$ cat src/rtl/uvmt_cv32e40x_obi_arbiter.sv
// Two-master, one-slave OBI arbiter: round-robin with address-phase locking,
// responses steered back to their requester through an in-order owner FIFO.
module uvmt_cv32e40x_obi_arbiter #(
  parameter int ADDR_WIDTH      = 32,
  parameter int DATA_WIDTH      = 32,
  parameter int MAX_OUTSTANDING = 2,
  localparam int CNT_W          = $clog2(MAX_OUTSTANDING + 1),
  localparam int BE_W           = DATA_WIDTH / 8
) (
  input  logic                  clk_i,
  input  logic                  rst_ni,

  input  logic                  instr_req_i,
  output logic                  instr_gnt_o,
  input  logic [ADDR_WIDTH-1:0] instr_addr_i,
  input  logic [2:0]            instr_prot_i,
  output logic                  instr_rvalid_o,
  output logic [DATA_WIDTH-1:0] instr_rdata_o,
  output logic                  instr_err_o,

  input  logic                  data_req_i,
  output logic                  data_gnt_o,
  input  logic [ADDR_WIDTH-1:0] data_addr_i,
  input  logic                  data_we_i,
  input  logic [BE_W-1:0]       data_be_i,
  input  logic [DATA_WIDTH-1:0] data_wdata_i,
  input  logic [2:0]            data_prot_i,
  output logic                  data_rvalid_o,
  output logic [DATA_WIDTH-1:0] data_rdata_o,
  output logic                  data_err_o,

  output logic                  mem_req_o,
  input  logic                  mem_gnt_i,
  output logic [ADDR_WIDTH-1:0] mem_addr_o,
  output logic                  mem_we_o,
  output logic [BE_W-1:0]       mem_be_o,
  output logic [DATA_WIDTH-1:0] mem_wdata_o,
  output logic [2:0]            mem_prot_o,
  input  logic                  mem_rvalid_i,
  input  logic [DATA_WIDTH-1:0] mem_rdata_i,
  input  logic                  mem_err_i,

  output logic [CNT_W-1:0]      outstanding_o,
  output logic                  protocol_err_o
);

  localparam int PTR_W = (MAX_OUTSTANDING > 1) ? $clog2(MAX_OUTSTANDING) : 1;

  typedef enum logic {
    SEL_INSTR = 1'b0,
    SEL_DATA  = 1'b1
  } owner_e;

  owner_e              owner_q [MAX_OUTSTANDING];
  logic [PTR_W-1:0]    rd_ptr_q, rd_ptr_d;
  logic [PTR_W-1:0]    wr_ptr_q, wr_ptr_d;
  logic [CNT_W-1:0]    count_q, count_d;
  logic                lock_q, lock_d;
  owner_e              lock_owner_q, lock_owner_d;
  owner_e              prio_q, prio_d;
  logic                perr_q, perr_d;

  logic                sel_valid;
  owner_e              sel_owner;
  logic                sel_req;
  logic                full;
  logic                empty;
  logic                accept;
  logic                pop;
  owner_e              head_owner;

  function automatic logic [PTR_W-1:0] ptr_inc(input logic [PTR_W-1:0] p);
    return (p == PTR_W'(MAX_OUTSTANDING - 1)) ? '0 : p + 1'b1;
  endfunction

  // A held lock overrides arbitration so the address phase stays stable until granted.
  always_comb begin
    sel_valid = 1'b0;
    sel_owner = SEL_INSTR;
    if (lock_q) begin
      sel_valid = 1'b1;
      sel_owner = lock_owner_q;
    end else if (instr_req_i && data_req_i) begin
      sel_valid = 1'b1;
      sel_owner = prio_q;
    end else if (instr_req_i) begin
      sel_valid = 1'b1;
      sel_owner = SEL_INSTR;
    end else if (data_req_i) begin
      sel_valid = 1'b1;
      sel_owner = SEL_DATA;
    end
  end

  assign sel_req   = sel_valid && ((sel_owner == SEL_DATA) ? data_req_i : instr_req_i);
  assign full      = (count_q == CNT_W'(MAX_OUTSTANDING));
  assign empty     = (count_q == '0);
  assign mem_req_o = sel_req && !full;
  assign accept    = mem_req_o && mem_gnt_i;

  assign instr_gnt_o = accept && (sel_owner == SEL_INSTR);
  assign data_gnt_o  = accept && (sel_owner == SEL_DATA);

  always_comb begin
    mem_addr_o  = '0;
    mem_prot_o  = '0;
    mem_we_o    = 1'b0;
    mem_be_o    = '0;
    mem_wdata_o = '0;
    if (sel_valid) begin
      if (sel_owner == SEL_DATA) begin
        mem_addr_o  = data_addr_i;
        mem_prot_o  = data_prot_i;
        mem_we_o    = data_we_i;
        mem_be_o    = data_be_i;
        mem_wdata_o = data_wdata_i;
      end else begin
        mem_addr_o  = instr_addr_i;
        mem_prot_o  = instr_prot_i;
        mem_be_o    = '1;
      end
    end
  end

  // The head is read from registered state only, so a same-cycle grant+rvalid sees an empty FIFO.
  assign pop        = mem_rvalid_i && !empty;
  assign head_owner = owner_q[rd_ptr_q];

  assign instr_rvalid_o = pop && (head_owner == SEL_INSTR);
  assign data_rvalid_o  = pop && (head_owner == SEL_DATA);
  assign instr_rdata_o  = instr_rvalid_o ? mem_rdata_i : '0;
  assign data_rdata_o   = data_rvalid_o  ? mem_rdata_i : '0;
  assign instr_err_o    = instr_rvalid_o && mem_err_i;
  assign data_err_o     = data_rvalid_o  && mem_err_i;

  assign outstanding_o  = count_q;
  assign protocol_err_o = perr_q;

  always_comb begin
    lock_d       = 1'b0;
    lock_owner_d = lock_owner_q;
    if (!accept && sel_req) begin
      lock_d       = 1'b1;
      lock_owner_d = sel_owner;
    end
    prio_d   = accept ? ((sel_owner == SEL_DATA) ? SEL_INSTR : SEL_DATA) : prio_q;
    count_d  = count_q + CNT_W'(accept) - CNT_W'(pop);
    wr_ptr_d = accept ? ptr_inc(wr_ptr_q) : wr_ptr_q;
    rd_ptr_d = pop    ? ptr_inc(rd_ptr_q) : rd_ptr_q;
    perr_d   = perr_q || (mem_rvalid_i && empty);
  end

  always_ff @(posedge clk_i or negedge rst_ni) begin
    if (!rst_ni) begin
      lock_q       <= 1'b0;
      lock_owner_q <= SEL_INSTR;
      prio_q       <= SEL_INSTR;
      count_q      <= '0;
      wr_ptr_q     <= '0;
      rd_ptr_q     <= '0;
      perr_q       <= 1'b0;
    end else begin
      lock_q       <= lock_d;
      lock_owner_q <= lock_owner_d;
      prio_q       <= prio_d;
      count_q      <= count_d;
      wr_ptr_q     <= wr_ptr_d;
      rd_ptr_q     <= rd_ptr_d;
      perr_q       <= perr_d;
    end
  end

  // Storage needs no reset: entries are only read while the count marks them valid.
  always_ff @(posedge clk_i) begin
    if (accept) begin
      owner_q[wr_ptr_q] <= sel_owner;
    end
  end

endmodule

$ cat config.mk
export PLATFORM = sky130hd
export DESIGN_NAME = uvmt_cv32e40x_obi_arbiter
export DESIGN_NICKNAME = d
export VERILOG_FILES = /design/src/rtl/uvmt_cv32e40x_obi_arbiter.sv
export SDC_FILE = /design/constraint.sdc
export NUM_CORES = 1
export LEC_CHECK = 0
export CAP_MARGIN = 20
export CORE_AREA = 2 2 112 114
export DETAILED_ROUTE_END_ITERATION = 7
export DIE_AREA = 0 0 114 116
export PLACE_DENSITY_LB_ADDON = 0.15
export SYNTH_ARGS = -nofsm -noshare
export SYNTH_HDL_FRONTEND = slang
export SYNTH_SLANG_ARGS = --single-unit
$ cat constraint.sdc
create_clock -name clk_i -period 1.85 [get_ports clk_i]
set_input_delay 0.37 -clock clk_i [delete_from_list [all_inputs] [get_ports clk_i]]
set_output_delay 0.37 -clock clk_i [all_outputs]
set_load 0.005 [all_outputs]
==> results of run 1 <==
==> placed cells by master, fill, tap and decap left out, types with 2 or more instances in the layout <==
cell type and instances:
clkbuf_16 6, buf_8 6, a21oi_2 32, nor2_1 5, nand2_4 32, nand2_1 19
clkdlybuf4s15_2 5, dfrtp_1 7, clkdlybuf4s50_1 145, buf_2 55, nor2_2 6, nand3b_1 2
a21o_1 2, buf_4 24, and2_4 81, edfxtp_1 2, xnor2_1 2, buf_6 107
a21oi_1 7, buf_12 14, nand2b_4 2, a21oi_4 2, nor2_4 4, and2_1 19
nand2_2 26, buf_16 17, dlygate4sd2_1 2, inv_1 2
==> worst max-delay path: stages (launching register included) <==
cell      delay, ns
dfrtp_1        0.38
nand2b_4       0.14
nand3b_1       0.07
and2_4         0.23
clkinv_8       0.11
buf_12         0.16
buf_16         0.12
buf_6          0.10
and2_4         0.13
buf_6          0.10
==> power by group through the flow <==
| stage | Clock, mW | Sequential, mW | Combinational [mW] |
|---|---|---|---|
| 4_1_cts | 0.397 | 0.405 | 6.21 |
| 6_report | 0.391 | 0.418 | 7.04 |
| 3_5_place_dp | 0 | 0.398 | 3.94 |
| 3_3_place_gp | 0 | 0.400 | 3.94 |
| 2_1_floorplan | 0 | 0.397 | 1.42 |
| 5_1_grt | 0.411 | 0.435 | 7.47 |
==> area by class of cell <==
type | count | area (µm²) | share of cell area (%)
timing repair buffer | 379 | 4110 | 60.9
tap | 147 | 184 | 2.73
multi-input combinational | 254 | 2090 | 30.9
inverter | 3 | 23.8 | 0.353
sequential | 10 | 262 | 3.88
clock buffer | 4 | 78.8 | 1.17
==> final timing paths <==
path,to,cells past startpoint
max in group asynchronous,outstanding_o[1],1
min in group clk_i,protocol_err_o,1
hold / removal,outstanding_o[0],1
setup reg to reg,outstanding_o[1],9
hold reg to reg,protocol_err_o,1
setup / recovery,mem_wdata_o[17],9
==> routing by layer <==
layer | vias to the layer above | share of wire (%) | GRT usage [%] | routed length [µm]
met1 | 1583 | 32 | 17.0 | 4260
li1 | 1640 | - | - | -
met5 | - | 0 | 0 | 0
met3 | 16 | 9.1 | 5.33 | 1200
met2 | 182 | 57 | 36.7 | 7450
met4 | 0 | 1.7 | 4.15 | 217
==> kinds of logic (layout without fill, tap and decap cells) <==
family                   after synthesis  in the layout  share of synthesized area [%]
adder cells (fa/ha/maj)                1              1                          0.729
flip-flops                            10             10                           15.2
XOR/XNOR                               3              3                           1.53
multiplexers                           2              2                           1.17
AO/OA/AOI/OAI                         47             47                           14.4
AND/OR/NAND/NOR                      201            201                           60.1
buffers and inverters                 25            386                           6.85
==> sequential cells by signal, summed over array words and instances (netlist names) <==
register,flops
rd_ptr_q,1
lock_q,1
wr_ptr_q,1
owner_q,2
prio_q,1
lock_owner_q,1
outstanding_o,2
protocol_err_o,1
==> through the flow <==
step | util, % | power, mW | hold WS (ns)
5_1_grt | 56.6 | 8.31 | 0.457
4_1_cts | 51.1 | 7.01 | 0.450
2_1_floorplan | - | 1.82 | 0.0744
3_3_place_gp | 41.7 | 4.34 | 0.439
6_report | 56.6 | 7.85 | 0.434
3_5_place_dp | 41.7 | 4.34 | 0.444
==> repair_timing <==
action / 4_1_cts / 5_1_grt
setup buffers: 37 / 13
pin swaps: 83 / 59
resized for setup: 777 / 175
gates cloned: 20 / 3
endpoints found under the setup margin: 145 / 143
==> metrics, run 1 <==
status=finished with violations; failing checks=setup timing; Cell Pwr Density=1160 mW/mm²; DIE HEIGHT=approximately 120 µm; clk buf depth=2; Crit. Startpoint=prio_q; Synth Net Count=436; ranking of synthesized cells by area=and2_1, nand2_1, a21oi_1; Synth top area share=~36%; Post-synth EDFFs=2; vias in the first global route=3454; critical path class=reg2out; Inst Count DP=approximately 730; max frequency=462 MHz; Mapped Cells=289; n_diodes=0; Sw Pwr=between 2 and 3 mW; Detail Placement HPWL=between 8000 and 9000 µm; Setup WS post-layout=-0.316 ns; root buffer cell=clkbuf_16; Gate power share=89.7%; share of cells above drive strength 1=65.5%; PortBufs=a little under 300; Total Wirelength=13100 µm; CP endpoint kind=output port; register area share after synthesis=15.2%; most frequent cells after synthesis=and2_1, nand2_1, a21oi_1; Post-route DRC=0; post-layout min period=2.17 ns; Worst Setup Slack post-DPL=-0.837 ns; Pre-antenna DRT Iters=4; max-cap check violation count=0; Slew Limit Fails=0; CTS H-tree lvls=1; YS warnings=0; final non-filler cell total=797; Overflow after GRT=0; Filler cells=between 1000 and 1500; Worst R2R Setup Slack=approximately 0.13 ns; Leakage=3.15 nW; Unique masters post-synth=27; most common flop cell mapped by yosys=dfrtp_1; pin count of the biggest net entering global routing=22; largest area contributor in the netlist=and2_1; NumNets Final=798; Mean Syn Cell Area=5.94 µm²; Hold Crit Class=in2async; Peak supply drop=0.508 mV; power share of the clock group=5.0%; Worst-Skew Late Latency=around 0.24 ns; Post-Place Cell Area=0.00497 mm²; Via-to-Cell Ratio=4.29; clk slew on worst S/H paths=around 0.040 ns; crit-path max FO=7; TritonCTS buffer count=3; WP data required=1.48 ns; initial core utilization=14.4%; drt first-iter violations=62; wire length of the first global-routing pass=18200 µm; FF+latch count, synth=10; vias post-DR=3421; Clock Skew=0.00119 ns; async set-or-reset flop fraction in the synthesized netlist=80.0%; Finished Cell Area=0.00674 mm²; routability congestion estimate=0.743; Flop pwr share=5.3%; crit path DAT=1.80 ns; Post-CTS Hold Fix Bufs=0; ANT nets after route=0; final setup vio count=about 140; Hold Vio Cnt, Final=0; Slew @ Worst Pin=0.412 ns; Switching Fraction=a little over a third; Die ar.=0.0132 mm²; clk sink count=10; WL/cell=16.5 µm; top-count cell post-synth=and2_1; I/O pin count=292; startpoint types=register; initial antenna violation count=0; area delta synth->final=293%; fin crit share=117%; Mapped Area=approximately 0.0017 mm²; Rel. slew slack=between 70% and 80%; Core ar.=between 0.01 and 0.015 mm²; RR Startpoint=lock_q; Cell Int Power=5.01 mW; unrepaired setup endpoints after global routing=yes; GRT Util Overall=between 10% and 20%; setup TNS=-29.79 ns; num rows=40; CTS tree=yes; die span in x=114 µm
(Power assumes the default switching activity.)
==> run 2, diff against run 1 <==
--- a/config.mk
+++ b/config.mk
@@ -7,6 +7,7 @@
 export LEC_CHECK = 0
 export CAP_MARGIN = 20
 export CORE_AREA = 2 2 112 114
+export CTS_CLUSTER_DIAMETER = 150
 export DETAILED_ROUTE_END_ITERATION = 7
 export DIE_AREA = 0 0 114 116
 export PLACE_DENSITY_LB_ADDON = 0.15
==> results of run 2 <==
No change in the layout: final DEF, timing and power equal those of run 1.
